--- src/rtl/config_manager_uc_pkg.sv ---
// Shared types for the configuration-load control unit: state encodings and word indexing.
package config_manager_uc_pkg;

    localparam int IDX_W     = 3;
    localparam int NUM_WORDS = 8;
    localparam logic [IDX_W-1:0] LAST_IDX = IDX_W'(NUM_WORDS - 1);

    typedef enum logic [3:0] {
        INICIAL       = 4'd0,
        ESPERA_DADO   = 4'd1,
        CARREGA       = 4'd2,
        FIM           = 4'd3,
        ERRO_PARIDADE = 4'd4,
        ERRO_TIMEOUT  = 4'd5
    } state_t;

endpackage

--- src/rtl/config_manager_uc_contador_timeout.sv ---
// Saturating up-counter with synchronous clear; terminal is high while the count sits at MODULO-1.
// Clear wins over enable; the count never wraps.
module config_manager_uc_contador_timeout #(
    parameter int MODULO = 100,
    localparam int W = (MODULO > 1) ? $clog2(MODULO) : 1
) (
    input  logic clock,
    input  logic reset,
    input  logic clear,
    input  logic enable,
    output logic terminal
);

    localparam logic [W-1:0] MAX_COUNT = W'(MODULO - 1);

    logic [W-1:0] count;

    always_ff @(posedge clock or posedge reset) begin
        if (reset) begin
            count <= '0;
        end else if (clear) begin
            count <= '0;
        end else if (enable && (count != MAX_COUNT)) begin
            count <= count + 1'b1;
        end
    end

    assign terminal = (count == MAX_COUNT);

endmodule

--- src/rtl/config_manager_uc.sv ---
// Sequences the eight config-limit register loads from received words, with start handshake,
// inter-word timeout and sticky parity/timeout error flags. Strobe follows a good word by one cycle.
module config_manager_uc
    import config_manager_uc_pkg::*;
#(
    parameter int TIMEOUT_CICLOS = 50000000
) (
    input  logic       clock,
    input  logic       reset,
    input  logic       iniciar,
    input  logic       fim_recepcao_config,
    input  logic       parity_config_ok,
    output logic       load_temp1,
    output logic       load_temp2,
    output logic       load_temp3,
    output logic       load_temp4,
    output logic       load_temp5,
    output logic       load_temp6,
    output logic       load_temp7,
    output logic       load_lim_um,
    output logic       configurando,
    output logic       pronto,
    output logic       erro_paridade,
    output logic       erro_timeout,
    output logic [3:0] db_estado,
    output logic [2:0] db_indice
);

    state_t               estado;
    logic [IDX_W-1:0]     indice;
    logic                 timer_clear;
    logic                 timer_enable;
    logic                 timer_expired;
    logic [NUM_WORDS-1:0] load_vec;

    // Timer restarts on each accepted start and after every load, so it measures the gap between words.
    assign timer_clear  = ((estado == INICIAL) && iniciar) || (estado == CARREGA);
    assign timer_enable = (estado == ESPERA_DADO);

    config_manager_uc_contador_timeout #(
        .MODULO (TIMEOUT_CICLOS)
    ) u_timer (
        .clock    (clock),
        .reset    (reset),
        .clear    (timer_clear),
        .enable   (timer_enable),
        .terminal (timer_expired)
    );

    always_ff @(posedge clock or posedge reset) begin
        if (reset) begin
            estado        <= INICIAL;
            indice        <= '0;
            erro_paridade <= 1'b0;
            erro_timeout  <= 1'b0;
        end else begin
            case (estado)
                INICIAL: begin
                    if (iniciar) begin
                        erro_paridade <= 1'b0;
                        erro_timeout  <= 1'b0;
                        indice        <= '0;
                        estado        <= ESPERA_DADO;
                    end
                end
                ESPERA_DADO: begin
                    // A word arriving on the expiry cycle is still accepted.
                    if (fim_recepcao_config) begin
                        if (parity_config_ok) begin
                            estado <= CARREGA;
                        end else begin
                            erro_paridade <= 1'b1;
                            estado        <= ERRO_PARIDADE;
                        end
                    end else if (timer_expired) begin
                        erro_timeout <= 1'b1;
                        estado       <= ERRO_TIMEOUT;
                    end
                end
                CARREGA: begin
                    if (indice == LAST_IDX) begin
                        estado <= FIM;
                    end else begin
                        indice <= indice + 1'b1;
                        estado <= ESPERA_DADO;
                    end
                end
                FIM:           estado <= INICIAL;
                ERRO_PARIDADE: estado <= INICIAL;
                ERRO_TIMEOUT:  estado <= INICIAL;
                default:       estado <= INICIAL;
            endcase
        end
    end

    always_comb begin
        load_vec = '0;
        if (estado == CARREGA) begin
            load_vec[indice] = 1'b1;
        end
    end

    assign load_temp1   = load_vec[0];
    assign load_temp2   = load_vec[1];
    assign load_temp3   = load_vec[2];
    assign load_temp4   = load_vec[3];
    assign load_temp5   = load_vec[4];
    assign load_temp6   = load_vec[5];
    assign load_temp7   = load_vec[6];
    assign load_lim_um  = load_vec[7];

    assign configurando = (estado == ESPERA_DADO) || (estado == CARREGA);
    assign pronto       = (estado == FIM);
    assign db_estado    = estado;
    assign db_indice    = indice;

endmodule
--- config.mk ---
export PLATFORM = sky130hd
export DESIGN_NAME = config_manager_uc
export DESIGN_NICKNAME = d
export VERILOG_FILES = /design/src/rtl/config_manager_uc_pkg.sv /design/src/rtl/config_manager_uc_contador_timeout.sv /design/src/rtl/config_manager_uc.sv
export SDC_FILE = /design/constraint.sdc
export NUM_CORES = 1
export LEC_CHECK = 0
export BUFFER_PORTS_ARGS = -buffer_cell sky130_fd_sc_hd__buf_2
export CAP_MARGIN = 15
export CORE_UTILIZATION = 40
export DETAILED_ROUTE_END_ITERATION = 16
export GPL_TIMING_DRIVEN = 0
export PLACE_DENSITY = 0.65
export SLEW_MARGIN = 5
export SYNTH_ARGS = -nofsm -noshare
export SYNTH_HDL_FRONTEND = slang
export SYNTH_SLANG_ARGS = --single-unit
--- constraint.sdc ---
create_clock -name clock -period 2.3 [get_ports clock]
set_input_delay 0.345 -clock clock [delete_from_list [all_inputs] [get_ports clock]]
set_output_delay 0.345 -clock clock [all_outputs]
set_load 0.02 [all_outputs]
==> results.sh, run 1 <==
export IMPL_seqPwrFrac=0.411
export IMPL_tightest_slew_ns=0.726
export IMPL_post_dp_hpwl_um=2750
export IMPL_power_frac_comb=0.329
export IMPL_antennaDiodeCount=0
export IMPL_fmax_mhz=479
export IMPL_gr_total_overflow=0
export IMPL_p_leak_nw=1.01
export IMPL_worstPathCellList="clkbuf_1 > nor2_1 > nand3b_1 > nor3_1 > buf_2"
export IMPL_slowest_delay_ns=0.41
export IMPL_fin_cells=284
export IMPL_end_kind="output pin"
export IMPL_final_cell_area_um2=2170
export IMPL_critPathLaunchType="register"
export IMPL_dp_slack_ns=0.172
export IMPL_cp_arrival_ns=1.74
export IMPL_period_needed_ns=2.09
export IMPL_globalplace_congestion=0.780
export IMPL_tns_ns=0
export IMPL_powerDensity_nw_per_um2=826
export IMPL_synth_cell_area_um2=1890
export IMPL_dr_total_vias=1601
export IMPL_status="finished, final reports clean"
export IMPL_cts_buffers=5
export IMPL_cp_max_fo=10
export IMPL_dr_first_iter_drc_count=133
export IMPL_fp_dieH_um=70.8
export IMPL_hold_class="input pin to asynchronous set/reset pin"
export IMPL_clk_pin_slew_ns=0.07
export IMPL_initial_core_util=0.426
export IMPL_synth_area_leaders="dfrtp_1 45%, nor2_1 5.4%, xor2_1 5.1%, nand3_1 4.0%, nand4_1 3.0%"
export IMPL_core_um2=4440
export IMPL_wl_um=3980
export IMPL_cap_violations=0
export IMPL_cts_buffer_depth=2
export IMPL_final_hold_viol_count=0
export IMPL_setup_viol=0
export IMPL_grt_pass1_wl_um=6740
export IMPL_netSwitchingFraction=0.381
export IMPL_switchingPower_w=0.000682
export IMPL_p_total_w=0.00179
export IMPL_io_pins=24
export IMPL_track_usage=0.172
export IMPL_final_nets=239
export IMPL_min_period_over_period=0.907
export IMPL_ys_seq_elements=34
export IMPL_cts_root_buf="clkbuf_8"
export IMPL_grt_pass1_vias=1444
export IMPL_synth_top_area_share=0.449
export IMPL_synth_area_per_cell_um2=9.38
export IMPL_slowest_stage="dfrtp_1"
export IMPL_async_reset_ff_frac=1.00
export IMPL_ys_types=39
export IMPL_synth_edf_count=0
export IMPL_cts_tree="done"
export IMPL_synth_top_area_cell="dfrtp_1"
export IMPL_clock_sinks=34
export IMPL_peakVddDrop_uv=599
export IMPL_synth_seq_area_share=0.449
export IMPL_crit_type="register to output pin"
export IMPL_drive_gt1_frac=0.185
export IMPL_ctsHoldBuffers=0
export IMPL_io_buffers=22
export IMPL_die_w_um=70.8
export IMPL_power_internal_w=0.00111
export IMPL_p_clk_frac=0.260
export IMPL_avgViaCountPerCell=5.64
export IMPL_synth_most_common_cell="dfrtp_1"
export IMPL_synthesis_nets=210
export IMPL_critPathRequiredTime_ns=1.96
export IMPL_drcViolationCount=0
export IMPL_dpl_cell_count=276
export IMPL_worstSkewPairLatency_ns=0.29
export IMPL_final_setup_worst_slack_ns=0.213
export IMPL_fp_dieArea_um2=5010
export IMPL_antenna_found_initial=0
export IMPL_max_slew_margin_rel=0.515
export IMPL_fp_row_count=24
export IMPL_fin_skew_ns=0.00550
export IMPL_rsz0062_at_grt="false"
export IMPL_synth_cells=202
export IMPL_area_growth_pct=14.5
export IMPL_grt_max_degree=35
export IMPL_placed_area_um2=2070
export IMPL_synth_ff_type="dfrtp_1"
export IMPL_yosys_warnings=0
export IMPL_first_pass_iters=5
export IMPL_synth_common_cells="34 x dfrtp_1, 27 x nor2_1, 15 x nand3_1"
export IMPL_wire_per_inst_um=14.0
export IMPL_cts_htree_levels=2
export IMPL_ant_nets=0
export IMPL_drv_slew=0
## power groups by stage
stage,sequential [W],combinational [W],clock [W]
after floorplan,0.000777,0.000380,0
after global placement,0.000743,0.000572,0
after detailed placement,0.000746,0.000588,0
after CTS,0.000735,0.000590,0.000479
after global routing,0.000748,0.000647,0.000504
final,0.000737,0.000590,0.000466
## stage by stage
stage,hold slack (ns),utilization
final,0.172,0.488
after floorplan,0.436,-
after global placement,0.462,0.466
after global routing,0.248,0.488
after CTS,0.204,0.487
after detailed placement,0.473,0.466
## area by class of cell
cell class,count,area [µm²]
plain buffers,10,66.3
clock buffers,6,82.6
clock inverters,2,12.5
fillers,443,2270
inverters,5,18.8
multi-input cells,153,963
flip-flops and latches,34,851
well taps,52,65.1
repair buffers,22,110
## critical path, delay by kind of cell, from the launching register on
family                 cells  cell delay [ns]
flip-flops                 1             0.41
AND/OR/NAND/NOR            3             0.62
buffers and inverters      2             0.42
## cell families after synthesis
| family | synth area share |
|---|---|
| compound gates | 0.124 |
| xor+xnor | 0.0555 |
| fa+ha+maj | 0.0198 |
| buf+inv | 0.0449 |
| flops | 0.449 |
| mux | 0.0271 |
| other cells | 0.00198 |
| simple gates | 0.277 |
## path summary, 6_finish.rpt
kind,startpoint,to,slack (ns),depth (start not counted)
setup / recovery,db_estado[0],load_temp1,0.21,5
hold / removal,reset,db_indice[0],0.17,2
setup reg to reg,db_estado[2],u_timer.count[4],0.39,5
hold reg to reg,u_timer.count[25],u_timer.count[25],0.48,1
max in group asynchronous,reset,u_timer.count[24],1.65,2
min in group clock,parity_config_ok,db_estado[2],0.38,4
## routing by layer
layer | part of all wire | vias to the layer above | GRT usage
met5 | 0 | - | 0
met2 | 0.44 | 33 | 0.265
met3 | 0.036 | 5 | 0.0427
li1 | - | 790 | -
met1 | 0.51 | 773 | 0.240
met4 | 0.0090 | 0 | 0.0533
## registers in the layout, summed over array words and instances (netlist names)
| register | cells |
|---|---|
| erro_paridade | 1 |
| db_indice | 3 |
| u_timer.count | 26 |
| erro_timeout | 1 |
| db_estado | 3 |
## cells in the final DEF (no fill, tap or decap), types with 2 or more instances in the layout
| cell type | count |
|---|---|
| nor2_1 | 27 |
| buf_6 | 3 |
| and3_1 | 7 |
| ha_1 | 3 |
| nand2b_1 | 5 |
| buf_2 | 24 |
| mux2i_1 | 4 |
| nand3_1 | 15 |
| o31ai_1 | 6 |
| nor3b_2 | 2 |
| and2_1 | 2 |
| inv_1 | 4 |
| a21oi_1 | 6 |
| nand4_1 | 9 |
| clkbuf_1 | 4 |
| xor2_1 | 11 |
| o21ai_0 | 6 |
| a22o_1 | 5 |
| and4_1 | 2 |
| clkbuf_8 | 6 |
| o211ai_1 | 6 |
| nor3_1 | 5 |
| dfrtp_1 | 34 |
| or3_1 | 4 |
| nand3b_1 | 2 |
| nand2_1 | 12 |
## what timing repair did
| item | 4_1_cts | 5_1_grt |
|---|---|---|
| endpoints found under the setup margin | 0 | 10 |
| gates resized for setup | 0 | 1 |
| buffers inserted | 0 | 0 |
No activity file was read; power rests on OpenSTA's default activity.
==> run 2: changes to the inputs <==
--- a/config.mk
+++ b/config.mk
@@ -10,7 +10,7 @@
 export CORE_UTILIZATION = 40
 export DETAILED_ROUTE_END_ITERATION = 16
 export GPL_TIMING_DRIVEN = 0
-export PLACE_DENSITY = 0.65
+export PLACE_DENSITY = 0.61
 export SLEW_MARGIN = 5
 export SYNTH_ARGS = -nofsm -noshare
 export SYNTH_HDL_FRONTEND = slang
==> results.sh, run 2 (same netlist as run 1, synthesis figures left out) <==
export IMPL_cp_top_family="simple AND/OR/NAND/NOR gates"
export IMPL_antenna_found_initial=0
export IMPL_antennaDiodeCount=0
export IMPL_p_leak_nw=1.02
export IMPL_grt_pass1_vias=1375
export IMPL_critPathRequiredTime_ns=1.96
export IMPL_critPathLaunchType="register"
export IMPL_wl_met3_um=118
export IMPL_setup_viol=0
export IMPL_final_cell_mix="34 x dfrtp_1, 27 x nor2_1, 24 x buf_2"
export IMPL_r2r_slack_ns=0.28
export IMPL_initial_core_util=0.426
export IMPL_fillers=428
export IMPL_p_clk_frac=0.283
export IMPL_rsz0062_at_grt="false"
export IMPL_peakVddDrop_uv=488
export IMPL_dr_first_iter_drc_count=99
export IMPL_cts_root_buf="clkbuf_8"
export IMPL_worstPathCellList="clkbuf_1 > nor2_1 > nand3b_1 > nor3_1 > buf_2"
export IMPL_powerDensity_nw_per_um2=838
export IMPL_cts_resized=0
export IMPL_clock_sinks=34
export IMPL_fin_skew_ns=0.00181
export IMPL_globalplace_congestion=0.803
export IMPL_cts_buffer_depth=2
export IMPL_clk_pin_slew_ns=0.07
export IMPL_slowest_delay_ns=0.40
export IMPL_wl_um=3770
export IMPL_placed_area_um2=2070
export IMPL_fmax_mhz=491
export IMPL_cts_buffers=5
export IMPL_cap_violations=0
export IMPL_ant_nets=0
export IMPL_min_period_over_period=0.886
export IMPL_final_nets=239
export IMPL_io_pins=24
export IMPL_mostFrequentLayoutCell="dfrtp_1"
export IMPL_hold_class="input pin to asynchronous set/reset pin"
export IMPL_dr_max_layer_used="met4"
export IMPL_cp_max_fo=10
export IMPL_power_frac_comb=0.316
export IMPL_slowest_stage="dfrtp_1"
export IMPL_fp_dieArea_um2=5010
export IMPL_power_internal_w=0.00117
export IMPL_crit_type="register to output pin"
export IMPL_cts_tree="done"
export IMPL_top_register="u_timer.count"
export IMPL_dr_total_vias=1552
export IMPL_switchingPower_w=0.000655
export IMPL_core_um2=4440
export IMPL_largest_register_ff_count=26
export IMPL_cp_arrival_ns=1.69
export IMPL_drv_slew=0
export IMPL_fp_row_count=24
export IMPL_met2_length_um=1670
export IMPL_max_slew_margin_rel=0.411
export IMPL_fp_dieH_um=70.8
export IMPL_end_kind="output pin"
export IMPL_wire_per_inst_um=13.3
export IMPL_avgViaCountPerCell=5.46
export IMPL_area_growth_pct=15.1
export IMPL_post_cts_buffers=0
export IMPL_grt_pass1_wl_um=6530
export IMPL_first_pass_iters=6
export IMPL_tns_ns=0
export IMPL_post_dp_hpwl_um=2640
export IMPL_final_hold_viol_count=0
export IMPL_track_usage=0.167
export IMPL_grt_max_degree=35
export IMPL_status="finished, final reports clean"
export IMPL_netSwitchingFraction=0.359
export IMPL_io_buffers=22
export IMPL_cts_htree_levels=2
export IMPL_tightest_slew_ns=0.877
export IMPL_met1_length_um=1930
export IMPL_worstSkewPairLatency_ns=0.28
export IMPL_drcViolationCount=0
export IMPL_gr_total_overflow=0
export IMPL_ctsHoldBuffers=0
export IMPL_drive_gt1_frac=0.181
export IMPL_die_w_um=70.8
export IMPL_period_needed_ns=2.04
export IMPL_final_cell_area_um2=2180
export IMPL_seqPwrFrac=0.401
export IMPL_critical_path_buf_inv_count=2
==> run 2: per-stage QoR <==
| step | hold WS (ns) | cells | setup slack [ns] | util | power [W] |
|---|---|---|---|---|---|
| floorplan | 0.436 | 202 | 0.467 | - | 0.00116 |
| global placement | 0.461 | 276 | 0.284 | 0.466 | 0.00132 |
| detailed placement | 0.461 | 276 | 0.236 | 0.466 | 0.00133 |
| CTS | 0.203 | 284 | 0.219 | 0.490 | 0.00185 |
| global route | 0.236 | 284 | 0.0693 | 0.490 | 0.00195 |
| finish | 0.171 | 284 | 0.263 | 0.490 | 0.00183 |
==> run 2: worst register-to-register path: cells and delay by family, from the launching register on <==
kind / cells / cell delay [ns]
buf+inv: 2 / 0.63
simple gates: 2 / 0.86
flops: 1 / 0.40
==> run 2: path summary, 6_finish.rpt <==
kind	startpoint	end	cells after the start
min	reset	db_indice[1]	2
max reg2reg	db_estado[0]	u_timer.count[16]	4
max in group asynchronous	reset	u_timer.count[23]	2
min in group clock	fim_recepcao_config	db_estado[1]	3
max	db_estado[0]	load_temp1	5
min reg2reg	u_timer.count[25]	u_timer.count[25]	1
==> run 2: routing by layer <==
metal  track usage  up-vias
met5             0        -
met4        0.0533        0
met3        0.0513        7
met2         0.261       23
met1         0.225      732
li1              -      790
==> run 2: cell type report <==
cell class                 instances  area (µm²)  area share
timing repair buffer              22         110      0.0505
clock buffer                       8         110      0.0505
sequential                        34         851       0.390
multi-input combinational        153         958       0.440
inverter                           5        18.8     0.00861
tap                               52        65.1      0.0299
buffer                            10        66.3      0.0304
==> run 2: power groups by stage <==
stage	registers [W]	logic (W)	clock network (W)
2_1_floorplan	0.000777	0.000380	0
3_3_place_gp	0.000744	0.000573	0
3_5_place_dp	0.000746	0.000582	0
4_1_cts	0.000734	0.000584	0.000530
5_1_grt	0.000745	0.000642	0.000563
6_report	0.000732	0.000576	0.000517
